**src/rtl/host_job_sequencer.sv**
```systemverilog
// Host-side job sequencer: programs INFO/COMMAND registers of a target block,
// polls STATUS until ready, signature fault or timeout, then clears COMMAND.
module host_job_sequencer #(
  parameter int unsigned POLL_GAP      = 4,
  parameter int unsigned TIMEOUT_POLLS = 1024
) (
  input  logic            clk,
  input  logic            resetn,
  input  logic            job_valid_in,
  output logic            job_ready_out,
  input  logic [1:0][7:0] job_row_cnt_in,
  input  logic [1:0][7:0] job_col_cnt_in,
  output logic            host_wren_out,
  output logic [31:0]     host_addr_wr_out,
  output logic [31:0]     host_data_wr_out,
  output logic            host_rden_out,
  output logic [31:0]     host_addr_rd_out,
  input  logic [31:0]     host_data_rd_in,
  output logic            done_out,
  output logic [1:0]      err_code_out,
  output logic [31:0]     status_out
);

  localparam logic [31:0] AddrCommand = 32'h000C_0000;
  localparam logic [31:0] AddrInfo    = 32'h000C_0004;
  localparam logic [31:0] AddrStatus  = 32'h000C_0008;
  localparam logic [31:0] CmdStart    = 32'h0000_01AC;
  localparam logic [7:0]  Signature   = 8'hFC;

  localparam logic [1:0] ErrOk      = 2'b00;
  localparam logic [1:0] ErrSig     = 2'b01;
  localparam logic [1:0] ErrTimeout = 2'b10;

  localparam int unsigned GapW  = (POLL_GAP > 1) ? $clog2(POLL_GAP) : 1;
  localparam int unsigned PollW = (TIMEOUT_POLLS > 1) ? $clog2(TIMEOUT_POLLS) : 1;
  localparam logic [GapW-1:0]  GapLast  = GapW'((POLL_GAP > 0) ? POLL_GAP - 1 : 0);
  localparam logic [PollW-1:0] PollLast = PollW'(TIMEOUT_POLLS - 1);

  typedef enum logic [2:0] {
    StIdle, StWrInfo, StWrCmd, StGap, StRdStat, StClrCmd, StDone
  } state_e;

  // With no gap configured, a non-terminal poll goes straight to the next read.
  localparam state_e PollNext = (POLL_GAP == 0) ? StRdStat : StGap;

  state_e           state_q, state_d;
  logic [GapW-1:0]  gap_cnt_q, gap_cnt_d;
  logic [PollW-1:0] poll_cnt_q, poll_cnt_d;
  logic [1:0][7:0]  row_q, row_d, col_q, col_d;
  logic [1:0]       err_q, err_d;
  logic [31:0]      status_q, status_d;

  logic        ready_q, ready_d;
  logic        done_q, done_d;
  logic        wren_q, wren_d;
  logic [31:0] waddr_q, waddr_d, wdata_q, wdata_d;
  logic        rden_q, rden_d;
  logic [31:0] raddr_q, raddr_d;

  // State, counters and job context registers.
  always_ff @(posedge clk) begin
    if (!resetn) begin
      state_q    <= StIdle;
      gap_cnt_q  <= '0;
      poll_cnt_q <= '0;
      row_q      <= '0;
      col_q      <= '0;
      err_q      <= ErrOk;
      status_q   <= '0;
    end else begin
      state_q    <= state_d;
      gap_cnt_q  <= gap_cnt_d;
      poll_cnt_q <= poll_cnt_d;
      row_q      <= row_d;
      col_q      <= col_d;
      err_q      <= err_d;
      status_q   <= status_d;
    end
  end

  // Next-state and datapath updates; the status decision uses read data combinationally.
  always_comb begin
    state_d    = state_q;
    gap_cnt_d  = gap_cnt_q;
    poll_cnt_d = poll_cnt_q;
    row_d      = row_q;
    col_d      = col_q;
    err_d      = err_q;
    status_d   = status_q;
    case (state_q)
      StIdle: begin
        if (job_valid_in) begin
          row_d   = job_row_cnt_in;
          col_d   = job_col_cnt_in;
          err_d   = ErrOk;
          state_d = StWrInfo;
        end
      end
      StWrInfo: state_d = StWrCmd;
      StWrCmd: begin
        poll_cnt_d = '0;
        gap_cnt_d  = '0;
        state_d    = PollNext;
      end
      StGap: begin
        if (gap_cnt_q == GapLast) begin
          gap_cnt_d = '0;
          state_d   = StRdStat;
        end else begin
          gap_cnt_d = gap_cnt_q + GapW'(1);
        end
      end
      StRdStat: begin
        status_d = host_data_rd_in;
        if (host_data_rd_in[7:0] != Signature) begin
          err_d   = ErrSig;
          state_d = StClrCmd;
        end else if (host_data_rd_in[8]) begin
          err_d   = ErrOk;
          state_d = StClrCmd;
        end else if (poll_cnt_q == PollLast) begin
          err_d   = ErrTimeout;
          state_d = StClrCmd;
        end else begin
          poll_cnt_d = poll_cnt_q + PollW'(1);
          gap_cnt_d  = '0;
          state_d    = PollNext;
        end
      end
      StClrCmd: state_d = StDone;
      StDone:   state_d = StIdle;
      default:  state_d = StIdle;
    endcase
  end

  // Output decode from the upcoming state so every output leaves a flop.
  always_comb begin
    wren_d  = 1'b0;
    waddr_d = '0;
    wdata_d = '0;
    rden_d  = 1'b0;
    raddr_d = '0;
    ready_d = (state_d == StIdle);
    done_d  = (state_d == StDone);
    case (state_d)
      StWrInfo: begin
        wren_d  = 1'b1;
        waddr_d = AddrInfo;
        wdata_d = {col_d[1], row_d[1], col_d[0], row_d[0]};
      end
      StWrCmd: begin
        wren_d  = 1'b1;
        waddr_d = AddrCommand;
        wdata_d = CmdStart;
      end
      StRdStat: begin
        rden_d  = 1'b1;
        raddr_d = AddrStatus;
      end
      StClrCmd: begin
        wren_d  = 1'b1;
        waddr_d = AddrCommand;
      end
      default: ;
    endcase
  end

  // Registered bus and handshake outputs; ready comes out of reset high.
  always_ff @(posedge clk) begin
    if (!resetn) begin
      ready_q <= 1'b1;
      done_q  <= 1'b0;
      wren_q  <= 1'b0;
      waddr_q <= '0;
      wdata_q <= '0;
      rden_q  <= 1'b0;
      raddr_q <= '0;
    end else begin
      ready_q <= ready_d;
      done_q  <= done_d;
      wren_q  <= wren_d;
      waddr_q <= waddr_d;
      wdata_q <= wdata_d;
      rden_q  <= rden_d;
      raddr_q <= raddr_d;
    end
  end

  assign job_ready_out    = ready_q;
  assign done_out         = done_q;
  assign host_wren_out    = wren_q;
  assign host_addr_wr_out = waddr_q;
  assign host_data_wr_out = wdata_q;
  assign host_rden_out    = rden_q;
  assign host_addr_rd_out = raddr_q;
  assign err_code_out     = err_q;
  assign status_out       = status_q;

endmodule

```
**config.mk**
```make
export PLATFORM = sky130hd
export DESIGN_NAME = host_job_sequencer
export DESIGN_NICKNAME = d
export VERILOG_FILES = /design/src/rtl/host_job_sequencer.sv
export SDC_FILE = /design/constraint.sdc
export NUM_CORES = 1
export LEC_CHECK = 0
export BUFFER_PORTS_ARGS = -buffer_cell sky130_fd_sc_hd__buf_4
export CAP_MARGIN = 20
export CORE_MARGIN = 2
export CORE_UTILIZATION = 45
export CTS_BUF_LIST = sky130_fd_sc_hd__clkbuf_4 sky130_fd_sc_hd__clkbuf_8
export DETAILED_ROUTE_END_ITERATION = 7
export PLACE_DENSITY = 0.87
export SLEW_MARGIN = 40
export SYNTH_ARGS = -nofsm -noshare
export SYNTH_HDL_FRONTEND = slang
export SYNTH_SLANG_ARGS = --single-unit
```
**constraint.sdc**
```tcl
create_clock -name clk -period 2.6 [get_ports clk]
set_input_delay 0 -clock clk [delete_from_list [all_inputs] [get_ports clk]]
set_output_delay 0 -clock clk [all_outputs]
set_load 0.02 [all_outputs]
```
==> impl_metrics.csv <==
group,metric,value,unit
run_status,status,"finished clean",
synth,synth_top_family_by_area,"simple AND/OR/NAND/NOR gates",
critical_path,cp-end-kind,"flop",
critical_path,worstPathRequired,2870,ps
final_layout,final_cells,730,
timing,hold_viol,0,
synth,synth_enable_flop_cells,0,
synth,ys_seq_area_share,47.8,%
clock_tree,cts_max_path_buffers,2,
timing,fmax,445,MHz
clock_tree,htreeDepth,3,
route,wl_met1,3.78,mm
timing,finalSetupTns,0,ps
synth,synth_mux_area_share,0.275,%
route,maxUsedRoutingLayer,"met4",
power,irDropWorstVdd,0.000335,V
run,cap_violations,0,
synth,ys.flop_type,"dfxtp_1",
timing,timing.final.ws_setup,352,ps
synth,async_flop_share,0,%
synth,avgSynthCellArea,8.41,um2
clock_tree,ctsResizeCount,0,
route,vias_per_cell,4.83,
critical_path,worst_ep_arrival_time,2510,ps
route,dr_total_vias,3526,
global_routing,grt_pass1_vias,3583,
synth,synth-simple-area-share,22.4,%
timing,finalCriticalPeriod,2250,ps
route,drc_errors,0,
timing,min_period_over_period,86.4,%
die,die_x,94.0,um
synth,syn_inst,433,
critical_path,critPathLaunch,"poll_cnt_q[0]$_SDFFE_PN0P_",
timing,tightest_slew,561,ps
route,wl,10.3,mm
final_layout,drive_above_1_share,27.0,%
placed_design,gp_congestion,0.886,
clock_tree,insertion_delay,340,ps
global_routing,grt_overflow,0,
timing,slew_headroom,62.5,%
synth,syn_area,3640,um2
power,total_power,0.00273,W
hold_path,hp-start,"job_valid_in",
die,die_h,94.0,um
clock_tree,numCtsBuffers,9,
global_routing,grt_use_total,23.6,%
synth,synth_adder_area_share,0.687,%
route,met2_length,5.29,mm
placed_design,place_inst,649,
die,initial_core_util,46.9,%
synth,synth_compound_area_share,11.5,%
route,drtIter0Drc,123,
route,firstDrtPassIters,4,
critical_path,crit_path_max_fanout,9,
die,rows,32,
final_layout,finalInstanceArea,5360,um2
route,wl_met3,945,um
die,die_area,8830,um2
placed_design,dpl_worst_slack,418,ps
die,ioPinCount,201,
clock_tree,cts_sinks,87,
critical_path,rr_startpoint,"poll_cnt_q[0]$_SDFFE_PN0P_",
power,p_leak,2.36,nW
timing,finalSetupViolCount,0,
placed_design,place_area,4520,um2
clock_tree,cts.clk_slew.worst_paths,90,ps
hold_path,hold_class,"in -> reg",
clock_tree,root_buffer,"clkbuf_8",
power,p_per_area,509,nW/um2
timing,maxSlewViolCount,0,
timing,clock_skew,7.23,ps
route,wire_per_inst,14.1,um
global_routing,antenna_found_initial,0,
final_layout,synthToLayoutAreaGrowth,47.2,%
route,ant_nets,0,
global_routing,grt_pass1_wl,16.4,mm
placed_design,hpwl,6.37,mm
synth,ys_seq_elements,87,
synth,synth-xor-area-share,0.962,%
synth,synthDistinctLibCells,47,
timing,rsz0062_at_grt,"false",
placed_design,numPortBuffers,142,
clock_tree,tritoncts,"yes",
synth,synth_warnings,0,
global_routing,grt_max_degree,36,
critical_path,path_class,"reg -> reg",
final_layout,nets,692,
die,design.core.area,7770,um2
critical_path,crit_path_start_kind,"flop",
[critical path, cell delays in order (launching register included)]
cell,delay [ps]
dfxtp_1,340
ha_1,220
and3_1,240
a41oi_2,420
a31oi_1,280
or4_1,530
a21oi_1,150
[flip-flops by register name (all words and copies together), names as in the netlist]
name              count
done_out              1
err_code_out          2
gap_cnt_q             2
host_addr_rd_out      1
host_addr_wr_out      2
host_data_wr_out     32
host_wren_out         1
job_ready_out         1
poll_cnt_q           10
state_q               3
status_out           32
[Yosys cell counts (all sizes together), types with 3 or more instances]
master	count	area share [%]
dfxtp	87	48
nand3	10	1.4
o31ai	3	0.62
and3	3	0.52
clkbuf	26	2.7
buf	64	13
a21o	5	1.0
o21ai	6	0.93
inv	5	0.51
nand2	97	10
a21oi	39	5.4
and2	3	0.52
or4	5	1.1
nand4	3	0.52
nor2	12	1.2
a31oi	3	0.52
nor3	29	4.1
[final timing paths]
path,to,slack (ps),cells after the start
setup / recovery,poll_cnt_q[5]$_SDFFE_PN0P_,350,6
hold / removal,host_addr_rd_out[18]$_SDFF_PN0_,120,5
setup reg to reg,poll_cnt_q[5]$_SDFFE_PN0P_,350,6
hold reg to reg,status_out[19]$_SDFFE_PN0P_,460,2
[cells in the final DEF, fill, tap and decap left out, types with 5 or more instances in the layout]
| cell type | netlist | final |
|---|---|---|
| nor3_1 | 28 | 27 |
| dlygate4sd3_1 | 0 | 65 |
| dfxtp_1 | 87 | 87 |
| a21o_1 | 5 | 5 |
| nor2_1 | 12 | 12 |
| nand2_1 | 97 | 97 |
| conb_1 | 1 | 58 |
| a21oi_1 | 39 | 39 |
| buf_4 | 63 | 147 |
| clkbuf_8 | 0 | 9 |
| nand3_1 | 10 | 10 |
[per-stage QoR]
step / hold slack [ps] / util, %
2_1_floorplan: 110 / -
3_3_place_gp: 196 / 58.2
3_5_place_dp: 199 / 58.2
4_1_cts: 90.7 / 69.0
5_1_grt: 159 / 69.0
6_report: 116 / 69.1
[report_power, final]
part	switching, W	internal, W
clock	0.000475	0.000448
combinational	0.000244	0.000192
sequential	0.0000168	0.00136
[cell type report]
| class | instances | area (um2) |
|---|---|---|
| antenna | 1 | 2.50 |
| clock buffer | 9 | 124 |
| clock inverter | 6 | 68.8 |
| fill | 581 | 2400 |
| inverter | 5 | 18.8 |
| multi-input combinational | 308 | 1530 |
| sequential | 87 | 1740 |
| tap | 102 | 128 |
| timing repair buffer | 212 | 1750 |
[routing by layer]
metal  global-route usage (%)  up-vias
met5                        0        -
met4                     9.06        0
met3                     8.27       28
met2                     42.9      169
met1                     24.9     1625
li1                         -     1704
[cells by family (layout without fill, tap and decap cells)]
family	Yosys count	count (layout)
adder cells (fa/ha/maj)	2	2
multiplexers	1	1
other	1	59
AND/OR/NAND/NOR	174	174
AO/OA/AOI/OAI	69	69
buffers and inverters	95	232
XOR/XNOR	4	4
flip-flops	87	87
[what timing repair did]
action                                 CTS  global route
buffers inserted                         0             0
endpoints found under the hold margin   69             0
hold buffers                            65             0
Note: power is estimated with default switching activity, not from simulation.
